[config.mk]
export PLATFORM = sky130hd
export DESIGN_NAME = seq_demux_1x8
export DESIGN_NICKNAME = d
export VERILOG_FILES = /design/src/rtl/seq_demux_1x8.sv
export SDC_FILE = /design/constraint.sdc
export NUM_CORES = 1
export LEC_CHECK = 0
export BUFFER_PORTS_ARGS = -buffer_cell sky130_fd_sc_hd__clkbuf_2
export CORE_UTILIZATION = 40
export DETAILED_ROUTE_END_ITERATION = 10
export GPL_TIMING_DRIVEN = 0
export PLACE_DENSITY = 0.72
export SYNTH_ARGS = -nofsm -noshare
export SYNTH_HDL_FRONTEND = slang
export SYNTH_SLANG_ARGS = --single-unit
[constraint.sdc]
create_clock -name clk -period 4.35 [get_ports clk]
set_clock_uncertainty 0.05 [all_clocks]
set_input_delay 0.87 -clock clk [delete_from_list [all_inputs] [get_ports clk]]
set_output_delay 0.87 -clock clk [all_outputs]
set_load 0.02 [all_outputs]
[src/rtl/seq_demux_1x8.sv]
// seq_demux_1x8: registered 1-to-8 demultiplexer / serial-to-parallel assembler.
// One din bit per accepted beat lands in lane idx (auto counter or external sel).
// The finished 8-bit word is offered on a valid/ready output.
// Optional parity check: define SEQ_DEMUX_PARITY_EN to add din_par / par_err.
module seq_demux_1x8 #(
  parameter int N     = 8,
  parameter int SEL_W = 3
) (
  input  logic             clk,
  input  logic             rst_n,
  input  logic             clear,
  input  logic             din,
  input  logic             din_valid,
  output logic             din_ready,
  input  logic             mode,
  input  logic [SEL_W-1:0] sel,
  output logic [N-1:0]     dout,
  output logic             dout_valid,
  input  logic             dout_ready,
`ifdef SEQ_DEMUX_PARITY_EN
  input  logic             din_par,
  output logic             par_err,
`endif
  output logic [N-1:0]     lane_strobe
);

  typedef enum logic {
    COLLECT = 1'b0,
    HOLD    = 1'b1
  } state_t;

  state_t           state_q, state_d;
  logic [SEL_W-1:0] cnt_q, cnt_d;
  logic [N-1:0]     mask_q, mask_d;
  logic [N-1:0]     dout_q, dout_d;
  logic [N-1:0]     strobe_q, strobe_d;
  logic [SEL_W-1:0] idx;
  logic             beat;
`ifdef SEQ_DEMUX_PARITY_EN
  logic             par_acc_q, par_acc_d;
  logic             par_err_q, par_err_d;
`endif

  // Ready is held low while reset is asserted, so no beat can be taken then.
  assign din_ready   = rst_n && (state_q == COLLECT);
  assign dout_valid  = (state_q == HOLD);
  assign dout        = dout_q;
  assign lane_strobe = strobe_q;
  assign beat        = din_valid && din_ready;
  assign idx         = mode ? sel : cnt_q;
`ifdef SEQ_DEMUX_PARITY_EN
  assign par_err     = par_err_q;
`endif

  // Next-state logic: clear wins, then beat capture (COLLECT) or handshake (HOLD).
  always_comb begin
    state_d  = state_q;
    cnt_d    = cnt_q;
    mask_d   = mask_q;
    dout_d   = dout_q;
    strobe_d = '0;
`ifdef SEQ_DEMUX_PARITY_EN
    par_acc_d = par_acc_q;
    par_err_d = par_err_q;
`endif
    if (clear) begin
      state_d = COLLECT;
      cnt_d   = '0;
      mask_d  = '0;
      dout_d  = '0;
`ifdef SEQ_DEMUX_PARITY_EN
      par_acc_d = 1'b0;
      par_err_d = 1'b0;
`endif
    end else begin
      case (state_q)
        COLLECT: begin
          if (beat) begin
            dout_d[idx] = din;
            mask_d[idx] = 1'b1;
            strobe_d    = {{(N-1){1'b0}}, 1'b1} << idx;
            if (!mode) begin
              cnt_d = cnt_q + {{(SEL_W-1){1'b0}}, 1'b1};
            end
`ifdef SEQ_DEMUX_PARITY_EN
            par_acc_d = par_acc_q ^ din;
`endif
            // Word completes only once every distinct lane has been written.
            if (&mask_d) begin
              state_d = HOLD;
`ifdef SEQ_DEMUX_PARITY_EN
              par_err_d = (par_acc_d != din_par);
`endif
            end
          end
        end
        HOLD: begin
          // dout is kept after the handshake and overwritten lane by lane.
          if (dout_ready) begin
            state_d = COLLECT;
            cnt_d   = '0;
            mask_d  = '0;
`ifdef SEQ_DEMUX_PARITY_EN
            par_acc_d = 1'b0;
            par_err_d = 1'b0;
`endif
          end
        end
        default: state_d = COLLECT;
      endcase
    end
  end

  // State registers with asynchronous active-low reset.
  always_ff @(posedge clk or negedge rst_n) begin
    if (!rst_n) begin
      state_q  <= COLLECT;
      cnt_q    <= '0;
      mask_q   <= '0;
      dout_q   <= '0;
      strobe_q <= '0;
`ifdef SEQ_DEMUX_PARITY_EN
      par_acc_q <= 1'b0;
      par_err_q <= 1'b0;
`endif
    end else begin
      state_q  <= state_d;
      cnt_q    <= cnt_d;
      mask_q   <= mask_d;
      dout_q   <= dout_d;
      strobe_q <= strobe_d;
`ifdef SEQ_DEMUX_PARITY_EN
      par_acc_q <= par_acc_d;
      par_err_q <= par_err_d;
`endif
    end
  end

endmodule

# Word-level counts from Yosys, hierarchy flattened
# Index checks and enable logic that the tools add are counted.
dict set report totals {
  inputBits 10
  ff_bits 28
  output_inout_bits 18
  elab_cells 47
}
dict set report classes {
  bitwise_logic 2
  shifts 1
  reduce_logical 8
  n_lt_le_gt_ge 2
  addsub 1
  n_eq_ne 4
  mux 24
}
# cell count
set op_table {}
lappend op_table {{8-bit two-way mux} 9}
lappend op_table {{8-bit one-hot mux with 2 select lines} 1}
lappend op_table {{3-bit two-way mux} 5}
lappend op_table {{3-bit inequality test (second input constant)} 3}
lappend op_table {{8-bit bitwise mux} 1}
lappend op_table {{8-bit OR} 1}
lappend op_table {{8-bit AND reduction} 1}
lappend op_table {{1-bit by 3-bit << shifter with 8-bit output (first input constant)} 1}
lappend op_table {{3-bit one-hot mux with 2 select lines} 1}
lappend op_table {{1-bit two-way mux} 5}
lappend op_table {{3-bit by 4-bit less-than comparator with 1-bit output (second input constant)} 1}
lappend op_table {{2-bit AND reduction} 2}
lappend op_table {{3-bit by 1-bit adder with 3-bit output (second input constant)} 1}
lappend op_table {{1-bit demux with 3-bit select} 1}
lappend op_table {{3-bit by 1-bit greater-or-equal comparator with 1-bit output (second input constant)} 1}
lappend op_table {{1-bit logical AND} 3}
lappend op_table {{3-bit AND reduction} 1}
lappend op_table {{2-bit inequality test (second input constant)} 1}
lappend op_table {{1-bit one-hot mux with 2 select lines} 1}
lappend op_table {{2-bit nonzero test} 1}
lappend op_table {{1-bit inverter} 1}

# Logic depth before layout (Yosys ltp)
dict set report logic_depth {
  depth_word 11
  depth_mapped 6
  depth_no_buf 4
}

# Least setup slack after synthesis
# Ideal clock, no wire load.
dict set report synth_path {
  path_kind {input-to-output}
  startpoint {input port rst_n}
  endpoint {output port din_ready}
  t_required_ns 3.430
  path_buffers 0
  arrival_ns 1.197
  path_slack_ns 2.233
  cell_stages 1
  cell_sequence {nor2b_1}
}
dict set report synth_between {
  elab_chain_len 1
}
# item line
set synth_lines {}
lappend synth_lines {{from (decl)} 10} ;# input logic rst_n,
lappend synth_lines {{1-bit logical AND} 45} ;# assign din_ready = rst_n && (state_q == COLLECT);
lappend synth_lines {{to (decl)} 14} ;# output logic din_ready,
# No other way between the ends.

# Final worst setup path
# Ends and elaborated chain as after synthesis.

==> summary.txt <==
Setup path
  • Critical path endpoint category: output port
  • R2R setup slack: approximately 2.7 ns
  • Startpoint Class: primary input
  • CP max stage delay: between 0.6 and 0.7 ns
  • Arr. time, crit path: 1.90 ns
  • Critical path's most frequent cell: clkbuf_2
  • Worst-path cell chain: clkbuf_2 -> nor2b_1 -> clkbuf_2
  • Worst-case reg-to-reg path depth: 4
  • Crit Path Category: primary input to output port
  • CP max-delay cell: clkbuf_2
  • Crit-path max FO: 36
  • CP required: between 3 and 4 ns

Detailed routing
  • Initial drt markers: 46
  • TritonRoute pass-1 iters: 4
  • Vias: approximately 1100
  • DR DRC count: 0
  • Final wirelength: 3133 um
  • WL per Instance: ~15 um
  • Antenna-violating nets left: 0
  • Vias per cell: around 5.6

Placement
  • Placer congestion estimate: around 0.95
  • Placed Area: 1622 um^2
  • Number of port buffers: 25
  • HPWL Detailed: roughly 2300 um
  • Cell count after placement: 200

Synth
  • Syn Nets: 140
  • Sequential area share after synthesis: ~49%
  • Leading post-synthesis cells by cell area: dfrtp_1 49%, mux2i_1 5.6%, nand4_1 4.3%
  • #FFs+latches synth: 28
  • Share of the synthesized area in the top cell type: between 40% and 50%
  • Mapped Area: between 1000 and 1500 um^2
  • Yosys warns: 0
  • Cells after Synth: between 100 and 150
  • Distinct cell type count after synthesis: 42
  • Synth area leader: dfrtp_1
  • Mean Syn Cell Area: approximately 11 um^2

GRT
  • Largest net degree at the start of global routing: 37
  • Initial antenna violation count: 0
  • Vias in the first global route: 1097
  • Grt ovf: 0
  • Overall Global Routing Usage: between 10% and 20%
  • First-pass GRT wire length: about 5100 um

Clock tree
  • Cts repair resizes: 0
  • Clk sinks: 28
  • Root Driver: clkbuf_4
  • Maximum clock path buffer count: 2
  • Clk pin slew, worst setup/hold paths: roughly 0.14 ns
  • H-tree Lvls: 1
  • Post-CTS setup buffers: 0
  • Post-CTS Hold Fix Bufs: 0
  • CTS tree: done
  • Worst-Skew Late Latency: 0.33 ns
  • Total CTS buffers: 3

Power and ir drop
  • Leakage: roughly 0.80 nW
  • Pwr dens: between 200 and 300 nW/um^2
  • Peak VDD IR: ~0.00011 V

Run status
  • Outcome: completed

Die
  • Die Y: around 62 um
  • Core Area: 3390 um^2
  • Die Wd: ~62 um
  • Site Rows: 21
  • Total die area: 3841 um^2
  • Initial cell density of the core: a little over two fifths
  • I/O Pins: 28

Worst hold path
  • Hold depth: 1
  • Hold Path Class: flop to flop

Layout
  • Non-Filler Cell Area, Final: about 1600 um^2
  • Fin nets: 170
  • Layout Cells excl Fill: between 200 and 250
  • Share of cells above drive strength 1: 28.03%
  • Sequential cell area: between 700 and 800 um^2
  • N_diodes: 0
  • Fill count: 321
  • Layout area overhead: 14.26%
  • Multi-input gate area: about 690 um^2

STA
  • Setup-failing EPs final: 0
  • Slew @ Worst Pin: 0.8507 ns
  • Final worst-path cycle share: about two thirds
  • Sum of negative setup slack: 0 ns
  • Post-layout min period: 2.824 ns
  • Unrepaired setup endpoints after global routing: no
  • Max Slew Vio Count: 0
  • Hold Vio Cnt, Final: 0
  • Achievable Freq: 354.1 MHz
  • Slew margin rel.: 43.29%

Run
  • Max-cap viol count: 0
[cell usage in the layout, fill, tap and decap left out, drive strengths merged, types with 2 or more instances in the layout]
cell / n
inv: 3
clkbuf: 30
nand2: 7
o211ai: 2
nand3: 2
buf: 3
a22o: 2
and3b: 2
nor3b: 2
o31ai: 2
o21a: 6
nor2b: 2
and4bb: 3
a31oi: 2
dfrtp: 28
nand3b: 2
o21ai: 3
a21oi: 4
mux2: 3
nand4: 10
mux2i: 11
nor2: 16
[area by class of cell]
class / instances / share of cell area (%)
multi-input combinational: 93 / 42.01
tap: 46 / 3.501
clock buffer: 3 / 1.370
timing repair buffer: 25 / 7.610
buffer: 5 / 2.207
sequential: 28 / 42.62
inverter: 3 / 0.6849
[sequential cells by signal (all words and copies together) (netlist names)]
name         flops
dout             8
cnt_q            3
dout_valid       1
mask_q           8
lane_strobe      8
[cell usage after synthesis]
cell type   n
o21ai_0     1
and4bb_1    1
a31oi_1     2
o21a_1      6
and4bb_2    2
a32o_1      1
o31ai_1     2
o211ai_1    2
nor2b_1     2
and3b_1     2
mux2i_2     2
and4b_1     1
a21o_1      1
mux2_4      1
nand4_1    10
xnor2_1     1
o21ba_2     1
nor3_1      1
mux2_2      2
buf_6       2
o22ai_1     1
a311oi_1    1
a211oi_2    1
nor3b_1     2
mux2i_1     8
mux2i_4     1
nor4b_4     1
buf_2       1
inv_1       3
nand2_1     7
dfrtp_1    28
o21ai_1     2
nand3_1     2
a31o_1      1
ha_1        1
nand3b_1    2
nor2_1     15
nor2_2      1
a21oi_1     4
a22o_1      2
clkbuf_2    1
clkbuf_1    1
[where the power goes]
group	total, mW	internal (mW)	leakage [nW]	switching (mW)
Sequential	0.271	0.265	0.389	0.00545
Clock	0.108	0.0327	0.0138	0.0749
Combinational	0.0635	0.0237	0.392	0.0397
Total	0.442	0.321	0.795	0.120
[final timing paths]
kind	start	to
max in group asynchronous	rst_n	mask_q[4]
worst max register to register	dout_valid	cnt_q[0]
min in group asynchronous	rst_n	cnt_q[0]
worst min register to register	mask_q[6]	mask_q[6]
worst min-delay path	mask_q[6]	mask_q[6]
worst max-delay path	rst_n	din_ready
[per-stage QoR]
| stage | total power, mW | hold WS [ns] | util [%] | setup slack, ns |
|---|---|---|---|---|
| detailed placement | 0.3386 | 0.4338 | 47.84 | 1.497 |
| global placement | 0.3367 | 0.4251 | 47.84 | 1.531 |
| finish | 0.4416 | 0.4607 | 48.50 | 1.526 |
| floorplan | 0.3152 | 0.4138 | - | 2.233 |
| CTS | 0.4427 | 0.4651 | 48.50 | 1.503 |
| global route | 0.4574 | 0.4975 | 48.50 | 1.405 |
[routing by layer]
| metal | up-vias | global-route usage, % | wire (um) |
|---|---|---|---|
| met4 | 0 | 8.571 | 74 |
| met3 | 6 | 3.106 | 140 |
| met1 | 564 | 25.39 | 1443 |
| met2 | 42 | 28.12 | 1475 |
| li1 | 534 | - | - |
| met5 | - | 0 | 0 |
[critical path: cells and delay by family]
family,cells,cell delay (ns)
buffers and inverters,2,0.82
and+or+nand+nor,1,0.22
[cells by family after synthesis]
logic type | synth area share (%)
fa+ha+maj | 0.8694
simple gates | 20.69
buf+inv | 3.303
flops | 48.70
mux | 11.65
compound gates | 14.17
xor+xnor | 0.6088
Note: power is estimated with default switching activity, not from simulation.
